$ cat src/rtl/sdio_data_response_if.sv
// Signal bundle between the SD data phy/function side and the write CRC-status responder.
// The master side drives the phy status inputs and observes the DAT0 response outputs.
interface sdio_data_response_if;
    logic       i_sd_stb;
    logic       i_finished;
    logic       i_write_flag;
    logic       i_crc_good;
    logic       i_busy;
    logic       o_dat0_oe;
    logic       o_dat0;
    logic       o_active;
    logic       o_done;
    logic       o_timeout;
    logic [7:0] o_crc_err_count;

    modport master (
        output i_sd_stb, i_finished, i_write_flag, i_crc_good, i_busy,
        input  o_dat0_oe, o_dat0, o_active, o_done, o_timeout, o_crc_err_count
    );

    modport slave (
        input  i_sd_stb, i_finished, i_write_flag, i_crc_good, i_busy,
        output o_dat0_oe, o_dat0, o_active, o_done, o_timeout, o_crc_err_count
    );
endinterface

$ cat src/rtl/sdio_data_response.sv
// SDIO write-block CRC status token and DAT0 busy signalling, sequenced on SD clock strobes.
// Any drop of i_finished mid-response releases DAT0 on the next clk_x2 edge.
module sdio_data_response #(
    parameter int unsigned NCRC         = 2,
    parameter logic [15:0] BUSY_TIMEOUT = 16'd65535
) (
    input  logic                 clk_x2,
    input  logic                 rst,
    sdio_data_response_if.slave  bus
);
    typedef enum logic [2:0] {
        IDLE,
        WAIT_NCRC,
        START,
        STATUS,
        END_BIT,
        BUSY,
        RELEASE,
        WAIT_CLR
    } state_t;

    state_t      r_state, w_state_next;
    logic        r_fin_d;
    logic        r_pend, w_pend_next;
    logic        r_crc_good, w_crc_good_next;
    logic [15:0] r_cnt, w_cnt_next;
    logic [1:0]  r_bit, w_bit_next;
    logic        r_timed_out, w_timed_out_next;
    logic        r_done, w_done_next;
    logic        r_timeout, w_timeout_next;
    logic [7:0]  r_err_cnt, w_err_cnt_next;

    logic        w_rise;
    logic        w_start;
    logic        w_abort;
    logic [15:0] w_cnt_inc;
    logic        w_dat0_oe;
    logic        w_dat0;

    assign w_rise    = bus.i_finished & ~r_fin_d;
    assign w_start   = w_rise & bus.i_write_flag;
    assign w_cnt_inc = r_cnt + 16'd1;
    assign w_abort   = ~bus.i_finished && (r_state != IDLE) && (r_state != WAIT_CLR);

    always_ff @(posedge clk_x2) begin
        if (rst) begin
            r_state     <= IDLE;
            r_fin_d     <= 1'b0;
            r_pend      <= 1'b0;
            r_crc_good  <= 1'b0;
            r_cnt       <= 16'd0;
            r_bit       <= 2'd0;
            r_timed_out <= 1'b0;
            r_done      <= 1'b0;
            r_timeout   <= 1'b0;
            r_err_cnt   <= 8'd0;
        end else begin
            r_state     <= w_state_next;
            r_fin_d     <= bus.i_finished;
            r_pend      <= w_pend_next;
            r_crc_good  <= w_crc_good_next;
            r_cnt       <= w_cnt_next;
            r_bit       <= w_bit_next;
            r_timed_out <= w_timed_out_next;
            r_done      <= w_done_next;
            r_timeout   <= w_timeout_next;
            r_err_cnt   <= w_err_cnt_next;
        end
    end

    always_comb begin
        w_state_next     = r_state;
        w_pend_next      = r_pend;
        w_crc_good_next  = r_crc_good;
        w_cnt_next       = r_cnt;
        w_bit_next       = r_bit;
        w_timed_out_next = r_timed_out;
        w_done_next      = 1'b0;
        w_timeout_next   = 1'b0;
        w_err_cnt_next   = r_err_cnt;

        if (w_abort) begin
            w_state_next     = IDLE;
            w_pend_next      = 1'b0;
            w_cnt_next       = 16'd0;
            w_bit_next       = 2'd0;
            w_timed_out_next = 1'b0;
        end else begin
            case (r_state)
                IDLE: begin
                    // The rising edge may fall between strobes; hold it until the next one.
                    if (!bus.i_finished) begin
                        w_pend_next = 1'b0;
                    end else if (w_start) begin
                        w_pend_next     = 1'b1;
                        w_crc_good_next = bus.i_crc_good;
                    end
                    if ((w_start || r_pend) && bus.i_finished && bus.i_sd_stb) begin
                        w_state_next = WAIT_NCRC;
                        w_pend_next  = 1'b0;
                        w_cnt_next   = 16'd0;
                    end
                end
                WAIT_NCRC: begin
                    if (bus.i_sd_stb) begin
                        if (w_cnt_inc >= 16'(NCRC)) begin
                            w_state_next = START;
                            w_cnt_next   = 16'd0;
                        end else begin
                            w_cnt_next = w_cnt_inc;
                        end
                    end
                end
                START: begin
                    if (bus.i_sd_stb) begin
                        w_state_next = STATUS;
                        w_bit_next   = 2'd0;
                        if (!r_crc_good && (r_err_cnt != 8'hFF)) begin
                            w_err_cnt_next = r_err_cnt + 8'd1;
                        end
                    end
                end
                STATUS: begin
                    if (bus.i_sd_stb) begin
                        if (r_bit == 2'd2) begin
                            w_state_next = END_BIT;
                            w_bit_next   = 2'd0;
                        end else begin
                            w_bit_next = r_bit + 2'd1;
                        end
                    end
                end
                END_BIT: begin
                    if (bus.i_sd_stb) begin
                        w_state_next     = r_crc_good ? BUSY : RELEASE;
                        w_cnt_next       = 16'd0;
                        w_timed_out_next = 1'b0;
                    end
                end
                BUSY: begin
                    // Timeout wins over a simultaneous release of i_busy.
                    if (bus.i_sd_stb) begin
                        w_cnt_next = w_cnt_inc;
                        if (w_cnt_inc == BUSY_TIMEOUT) begin
                            w_state_next     = RELEASE;
                            w_timeout_next   = 1'b1;
                            w_timed_out_next = 1'b1;
                        end else if (!bus.i_busy) begin
                            w_state_next = RELEASE;
                        end
                    end
                end
                RELEASE: begin
                    if (bus.i_sd_stb) begin
                        w_state_next     = WAIT_CLR;
                        w_done_next      = ~r_timed_out;
                        w_timed_out_next = 1'b0;
                        w_cnt_next       = 16'd0;
                    end
                end
                WAIT_CLR: begin
                    if (bus.i_sd_stb && !bus.i_finished) begin
                        w_state_next = IDLE;
                    end
                end
                default: begin
                    w_state_next = IDLE;
                end
            endcase
        end
    end

    // STATUS token is 010 for good CRC and 101 for bad: only the middle bit differs in sense.
    always_comb begin
        w_dat0_oe = 1'b0;
        w_dat0    = 1'b1;
        case (r_state)
            START: begin
                w_dat0_oe = 1'b1;
                w_dat0    = 1'b0;
            end
            STATUS: begin
                w_dat0_oe = 1'b1;
                w_dat0    = ((r_bit == 2'd1) == r_crc_good);
            end
            END_BIT: begin
                w_dat0_oe = 1'b1;
                w_dat0    = 1'b1;
            end
            BUSY: begin
                w_dat0_oe = 1'b1;
                w_dat0    = 1'b0;
            end
            RELEASE: begin
                w_dat0_oe = 1'b1;
                w_dat0    = 1'b1;
            end
            default: begin
                w_dat0_oe = 1'b0;
                w_dat0    = 1'b1;
            end
        endcase
    end

    assign bus.o_dat0_oe       = w_dat0_oe;
    assign bus.o_dat0          = w_dat0;
    assign bus.o_active        = (r_state != IDLE) && (r_state != WAIT_CLR);
    assign bus.o_done          = r_done;
    assign bus.o_timeout       = r_timeout;
    assign bus.o_crc_err_count = r_err_cnt;
endmodule

$ cat src/flat_wrapper.sv
// flat-port wrapper written by rule: the top's interface ports become plain ports
module sdio_data_response_flat 
#(
    parameter int unsigned NCRC         = 2,
    parameter logic [15:0] BUSY_TIMEOUT = 16'd65535
)
  (clk_x2, rst, bus_i_sd_stb, bus_i_finished, bus_i_write_flag, bus_i_crc_good, bus_i_busy, bus_o_dat0_oe, bus_o_dat0, bus_o_active, bus_o_done, bus_o_timeout, bus_o_crc_err_count);
  sdio_data_response_if bus_i ();
  input  logic clk_x2;
  input  logic rst;
  input wire logic [$bits(bus_i.i_sd_stb)-1:0] bus_i_sd_stb;
  input wire logic [$bits(bus_i.i_finished)-1:0] bus_i_finished;
  input wire logic [$bits(bus_i.i_write_flag)-1:0] bus_i_write_flag;
  input wire logic [$bits(bus_i.i_crc_good)-1:0] bus_i_crc_good;
  input wire logic [$bits(bus_i.i_busy)-1:0] bus_i_busy;
  output wire logic [$bits(bus_i.o_dat0_oe)-1:0] bus_o_dat0_oe;
  output wire logic [$bits(bus_i.o_dat0)-1:0] bus_o_dat0;
  output wire logic [$bits(bus_i.o_active)-1:0] bus_o_active;
  output wire logic [$bits(bus_i.o_done)-1:0] bus_o_done;
  output wire logic [$bits(bus_i.o_timeout)-1:0] bus_o_timeout;
  output wire logic [$bits(bus_i.o_crc_err_count)-1:0] bus_o_crc_err_count;
  assign bus_i.i_sd_stb = bus_i_sd_stb;
  assign bus_i.i_finished = bus_i_finished;
  assign bus_i.i_write_flag = bus_i_write_flag;
  assign bus_i.i_crc_good = bus_i_crc_good;
  assign bus_i.i_busy = bus_i_busy;
  assign bus_o_dat0_oe = bus_i.o_dat0_oe;
  assign bus_o_dat0 = bus_i.o_dat0;
  assign bus_o_active = bus_i.o_active;
  assign bus_o_done = bus_i.o_done;
  assign bus_o_timeout = bus_i.o_timeout;
  assign bus_o_crc_err_count = bus_i.o_crc_err_count;
  sdio_data_response #(.NCRC(NCRC), .BUSY_TIMEOUT(BUSY_TIMEOUT)) u_core (.clk_x2(clk_x2), .rst(rst), .bus(bus_i));
endmodule
$ cat config.mk
export PLATFORM = sky130hd
export DESIGN_NAME = sdio_data_response_flat
export DESIGN_NICKNAME = d
export VERILOG_FILES = /design/src/rtl/sdio_data_response_if.sv /design/src/rtl/sdio_data_response.sv /design/src/flat_wrapper.sv
export SDC_FILE = /design/constraint.sdc
export NUM_CORES = 1
export LEC_CHECK = 0
export BUFFER_PORTS_ARGS = -buffer_cell sky130_fd_sc_hd__buf_2
export CAP_MARGIN = 20
export CELL_PAD_IN_SITES_DETAIL_PLACEMENT = 2
export CELL_PAD_IN_SITES_GLOBAL_PLACEMENT = 2
export CORE_MARGIN = 4
export CORE_UTILIZATION = 35
export CTS_CLUSTER_DIAMETER = 40
export DETAILED_ROUTE_END_ITERATION = 8
export HOLD_SLACK_MARGIN = 0.08
export PLACE_DENSITY = 0.87
export SYNTH_ARGS = -nofsm -noshare
export SYNTH_HDL_FRONTEND = slang
export SYNTH_SLANG_ARGS = --single-unit
export TNS_END_PERCENT = 1
$ cat constraint.sdc
create_clock -name clk_x2 -period 3.4 [get_ports clk_x2]
set_input_delay 0.68 -clock clk_x2 [delete_from_list [all_inputs] [get_ports clk_x2]]
set_output_delay 0.68 -clock clk_x2 [all_outputs]
set_load 0.05 [all_outputs]
==> results of run 1 <==
cells in the final DEF (no fill, tap or decap), types with 3 or more instances in the layout:
master and instances:
dfxtp_1 35, nor2_1 22, nand2_1 21, buf_2 19
a21oi_1 18, nand3_1 17, o21ai_0 16, nand4_1 10
a31oi_1 9, nand2b_1 8, nor3_1 8, inv_1 7
and3_1 7, or3_1 7, xnor2_1 6, xor2_1 6
nor4_1 5, and4_1 5, clkbuf_8 5, buf_4 5
nor2b_1 4, and2_1 4, ha_1 4, a22oi_1 3
a22o_1 3
where the power goes:
group | switching, µW | internal (µW) | leakage [µW] | total, µW
Clock | 156 | 144 | 0.0000422 | 300
Sequential | 8.11 | 414 | 0.000282 | 422
Combinational | 50.6 | 23.2 | 0.000541 | 73.9
Total | 215 | 581 | 0.000866 | 796
metrics by stage:
step / total power, µW / hold slack (ps) / instances / area, µm² / setup WS [ps]
2_1_floorplan: 479 / 391 / 276 / 2140 / 994
3_3_place_gp: 502 / 408 / 355 / 2270 / 677
3_5_place_dp: 505 / 429 / 355 / 2270 / 503
4_1_cts: 804 / 439 / 363 / 2350 / 444
5_1_grt: 830 / 454 / 363 / 2350 / 183
6_report: 796 / 436 / 363 / 2350 / 402
critical path, cell delays in order (launching register included):
cell	delay (ps)
dfxtp_1	520
ha_1	390
nand3_1	290
nor4_1	540
o211ai_1	200
a22o_4	290
o21ai_4	170
buf_4	220
a31oi_1	110
a31oi_1	180
logic make-up (layout without fill, tap and decap cells):
kind of cell             after synthesis  count (layout)  share of synthesized area [%]
XOR/XNOR                              12              12                           4.92
multiplexers                           3               3                           1.46
flip-flops                            35              35                           32.8
buffers and inverters                 27              39                           5.73
adder cells (fa/ha/maj)                4               4                           2.34
AO/OA/AOI/OAI                         69              69                           20.9
AND/OR/NAND/NOR                      126             126                           31.8
flip-flops by register name, indices dropped and copies added (netlist names):
name,flops
u_core.r_crc_good,1
u_core.bus.o_timeout,1
u_core.r_pend,1
u_core.r_bit,2
u_core.r_fin_d,1
u_core.r_state,3
u_core.bus.o_done,1
u_core.bus.o_crc_err_count,8
u_core.r_cnt,16
u_core.r_timed_out,1
layout make-up:
class	count	share of cell area (%)
Multi-Input combinational cell	214	56.0
Sequential cell	35	29.8
Timing Repair Buffer	24	5.64
Tap cell	75	3.99
Clock buffer	7	3.25
Inverter	7	1.12
Clock inverter	1	0.213
synthesized netlist by cell type, types with 5 or more instances:
| library cell | count |
|---|---|
| or3_1 | 7 |
| xnor2_1 | 6 |
| nor3_1 | 8 |
| nor2_1 | 22 |
| a21oi_1 | 18 |
| and4_1 | 5 |
| xor2_1 | 6 |
| inv_1 | 7 |
| nand3_1 | 17 |
| dfxtp_1 | 35 |
| o21ai_0 | 16 |
| nand4_1 | 10 |
| clkbuf_1 | 10 |
| nand2b_1 | 8 |
| and3_1 | 7 |
| nand2_1 | 21 |
| a31oi_1 | 9 |
| buf_2 | 6 |
| nor4_1 | 5 |
metal layers:
layer | GRT usage (%) | vias up
li1 | - | 1030
met1 | 24.0 | 1034
met2 | 32.9 | 28
met3 | 4.13 | 10
met4 | 6.19 | 0
met5 | 0 | -
worst paths after layout:
| kind | startpoint | end | cells after the start |
|---|---|---|---|
| max | u_core.r_cnt[0] | u_core.r_cnt[8] | 9 |
| min reg2reg | u_core.r_timed_out | u_core.bus.o_done | 1 |
| min | u_core.r_timed_out | u_core.bus.o_done | 1 |
| max reg2reg | u_core.r_cnt[0] | u_core.r_cnt[8] | 9 |
==> summary.txt, run 1 <==
Route
  – Vias: 2,102
  – WL/cell: 18.1 µm
  – Drt pass-1 iters: 4
  – Metal1 wirelength: between 3000 and 4000 µm
  – # DRC: 0
  – Metal2 WL: 3200 µm
  – Via density: between 5 and 6
  – WL final: 6580 µm
  – Post-route ant nets: 0
  – Iter 0 DRT Violations: 67
  – DR top layer: met4
  – WL met3: 213 µm

Run status
  – Status: completed

Floorplanning
  – Row Count: 28
  – Die area: 7420 µm²
  – Die width: 86.2 µm
  – Die Y-Extent: 86.2 µm
  – Core Box Area: ~5900 µm²
  – Ports: 20
  – Starting Density: 36.1%

Global routing
  – Largest net degree at the start of global routing: 16
  – Grt ovf: 0
  – Initial antenna violation count: 0
  – GRT Util Overall: 19.3%
  – Number of global-route vias before repair: 2,289
  – Global-route wire length before repair: 11,400 µm

STA
  – Part of the cycle the worst path needs: 88.2%
  – Final Hold Violating Endpoints: 0
  – Period minus WS final: between 2000 and 3000 ps
  – Setup TNS: 0 ps
  – Worst Tran Pin Value: 528 ps
  – # setup viols final: 0
  – Worst slew margin: 64.5%
  – Skew final: between 9 and 10 ps
  – Slew Limit Fails: 0
  – RSZ-0062 raised after global routing: no
  – Fmax: 334 MHz

Finish
  – Sequential Area: 701 µm²
  – FILL cells: 731
  – Diodes inserted: 0
  – Final core area utilization: approximately two fifths
  – Final nets: 298
  – Proportion of layout cells with a drive suffix above 1: around an eighth
  – Multi-input gate area: 1320 µm²
  – Area delta synth->final: 9.89%

Clocking
  – # hold bufs at CTS: 0
  – CTS tree: done
  – Clk slew on worst S/H paths: 80 ps
  – Setup Buffers After CTS: 0
  – Root Driver: clkbuf_8
  – Num CTS Buffers: 5
  – Post-cts resize count: 0
  – CTS H-Tree Depth: 2
  – Clock insertion delay at the later pin of the skew report: 300 ps
  – Clock sink count: 35
  – Clk buf depth: 2

Power
  – PwrDens: 339 nW/µm²
  – Peak VDD IR: 0.194 mV
  – Lkg Pwr: 0.000866 µW

Setup path
  – Crit path kind: flip-flop to flip-flop
  – CP Capture Type: flip-flop
  – Critical path peak fanout: 13
  – Crit path DAT: 3220 ps
  – Startpoint Class: flip-flop
  – Worst R2R Setup Slack: 400 ps
  – CP required: 3620 ps

Yosys
  – Synth unique cells: 50
  – Register area share after synthesis: 32.8%
  – Syn avg cell area: 7.75 µm²
  – Cells after Synth: between 200 and 300
  – Synthesized Nets: 287
  – Area contributors post-synth: dfxtp_1, a21oi_1, nand3_1
  – Post-synthesis instance area: 2140 µm²
  – Number of synthesized flops with an enable pin: 0
  – FF+latch count, synth: 35
  – Dominant synthesized flop cell: dfxtp_1
  – Area share of the largest cell type after synthesis: 32.8%
  – Largest area contributor in the netlist: dfxtp_1
  – Synth async-reset ratio: 0%
  – Warnings from Yosys: 0

Job
  – Max-cap violations: 0

Placed design
  – Port bufs: 19
  – GPL Wtd Cong: 0.757
  – DP Wirelength: between 4000 and 5000 µm

Hold path
  – Worst Hold Class: flip-flop to flip-flop
(Power assumes the default switching activity.)
==> run 2: changes to the inputs <==
Settings changed: CORE_UTILIZATION 35 to 37, CTS_CLUSTER_DIAMETER 40 to 100, PLACE_DENSITY 0.87 to 0.91.
Clock period 3.4 ns to 3.8 ns, I/O delays scaled along.
==> summary.txt, run 2 (synthesis results as in run 1) <==
STA
  – Slew Limit Fails: 0 (unchanged)
  – Fmax: 311 MHz (-6.7%)
  – Period minus WS final: 3210 ps (+216 ps)
  – # setup viols final: 0 (unchanged)
  – Final Hold Violating Endpoints: 0 (unchanged)
  – Setup TNS: 0 ps (unchanged)
  – RSZ-0062 raised after global routing: no
  – Worst slew margin: 54.3% (-10 points)
  – Part of the cycle the worst path needs: 84.6% (-3.6 points)
  – Skew final: 7.76 ps (-1.77 ps)
  – Worst Tran Pin Value: 684 ps (+156 ps)

Clocking
  – Clk slew on worst S/H paths: 70 ps (about the same)
  – CTS tree: done
  – Post-cts resize count: 0 (unchanged)
  – Clock insertion delay at the later pin of the skew report: 300 ps (about the same)
  – # hold bufs at CTS: 0 (unchanged)
  – CTS H-Tree Depth: 2 (unchanged)
  – Setup Buffers After CTS: 0 (unchanged)
  – Clock sink count: 35 (unchanged)
  – Root Driver: clkbuf_8
  – Clk buf depth: 2 (unchanged)
  – Num CTS Buffers: 5 (unchanged)

Global routing
  – Largest net degree at the start of global routing: 26 (+10)
  – Global-route wire length before repair: 11,200 µm (-1.6%)
  – Initial antenna violation count: 0 (unchanged)
  – Number of global-route vias before repair: 2,234 (-2.4%)
  – GRT Util Overall: 19.3% (+0.030 points)
  – Grt ovf: 0 (unchanged)

Setup path
  – R2R depth: 8 (-1)
  – Worst R2R Setup Slack: 590 ps (+180 ps)
  – CP required: 4010 ps (+390 ps)
  – CP Capture Type: flip-flop
  – Crit path kind: flip-flop to flip-flop
  – Crit path DAT: 3430 ps (+210 ps)
  – Reg-to-reg startpoint: u_core.r_cnt[0]
  – Critical path peak fanout: 25 (+12)
  – Worst r2r dst: u_core.r_cnt[2]
  – Startpoint Class: flip-flop

Floorplanning
  – Starting Density: 38.6% (+2.5 points)
  – Die area: 7060 µm² (-4.9%)
  – Die width: 84.0 µm (-2.5%)
  – Row Count: 27 (-3.6%)
  – Core Box Area: 5540 µm² (-6.4%)
  – Ports: 20 (unchanged)
  – Die Y-Extent: 84.0 µm (-2.5%)

Placed design
  – Post-Place Cells: 348 (-2.0%)
  – GPL Wtd Cong: 0.861 (+14%)
  – DP Wirelength: 4740 µm (-1.6%)
  – Port bufs: 19 (unchanged)

Route
  – Post-route ant nets: 0 (unchanged)
  – Via density: 5.71 (-1.5%)
  – Vias: 2,031 (-3.4%)
  – Iter 0 DRT Violations: 82 (+22%)
  – WL/cell: 18.3 µm (+1.0%)
  – WL final: 6520 µm (-0.94%)
  – Drt pass-1 iters: 4 (unchanged)
  – # DRC: 0 (unchanged)

Finish
  – Final non-filler cell total: 356 (-1.9%)
  – Commonest non-fill, non-tap cell in the layout: dfxtp_1
  – Proportion of layout cells with a drive suffix above 1: 11.6% (-0.88 points)
  – Area delta synth->final: 9.19%
  – Top reg by flops: u_core.r_cnt
  – Final nets: 294 (-1.3%)
  – Diodes inserted: 0 (unchanged)
  – Max FFs per register: 16 (unchanged)
  – Most frequent cells in the layout: dfxtp_1, nor2_1, nand2_1

Hold path
  – Hold endpoint: u_core.bus.o_done
  – Worst Hold Depth: 1 (unchanged)
  – Worst Hold Class: flip-flop to flip-flop
  – Min-delay src: u_core.r_timed_out

Power
  – Lkg Pwr: 0.000854 µW (-1.4%)
  – PwrDens: 322 nW/µm² (-5.1%)
  – Peak VDD IR: 0.139 mV (-28%)

Run status
  – Status: completed

Job
  – Max-cap violations: 0 (unchanged)
-- run 2: power breakdown --
part	total [µW]	switching (µW)	internal, µW
combinational	64.9	45.3	19.5
sequential	377	7.11	370
clock	309	143	166
-- run 2: area by class of cell --
class	count	area, µm²
clock buffers	8	100
fillers	648	3210
flip-flops and latches	35	701
multi-input cells	214	1320
well taps	72	90.1
repair buffers	20	103
inverters	7	26.3
-- run 2: worst max-delay path by stage --
stage	slack (ps)	start	end	cells past startpoint
3_5_place_dp	720	u_core.r_cnt[0]	u_core.r_cnt[5]	8
4_1_cts	590	u_core.r_cnt[0]	u_core.r_cnt[5]	8
2_1_floorplan	1310	u_core.r_state[2]	bus_o_dat0	5
5_1_grt	260	u_core.r_cnt[1]	u_core.r_cnt[2]	8
3_3_place_gp	960	u_core.r_cnt[0]	u_core.r_cnt[7]	8
6_report	590	u_core.r_cnt[0]	u_core.r_cnt[2]	8
-- run 2: per-layer routing --
| layer | vias to the layer above | track usage (%) | share of wire (%) |
|---|---|---|---|
| li1 | 1015 | - | - |
| met1 | 988 | 23.8 | 47 |
| met2 | 22 | 33.9 | 50 |
| met3 | 6 | 3.46 | 2.4 |
| met4 | 0 | 5.70 | 1.2 |
| met5 | - | 0 | 0 |
-- run 2: critical path, cell delays in order, from the launching register on --
cell and delay (ps):
dfxtp_1 510, ha_1 390, nand3_1 270, nor4_1 590, o211ai_1 200, a22o_4 280, o21ai_4 570, a21oi_1 160
a31oi_1 170
-- run 2: per-stage QoR --
step                      utilization (%)  total power [µW]  instance area (µm²)  worst slack, ps  hold slack (ps)
final                                42.1               751                 2330              586              429
after global routing                 42.1               791                 2330              263              450
after CTS                            42.1               760                 2330              589              425
after detailed placement             40.3               450                 2230              721              407
after global placement               40.3               447                 2230              964              420
after floorplan                         -               429                 2140             1310              391
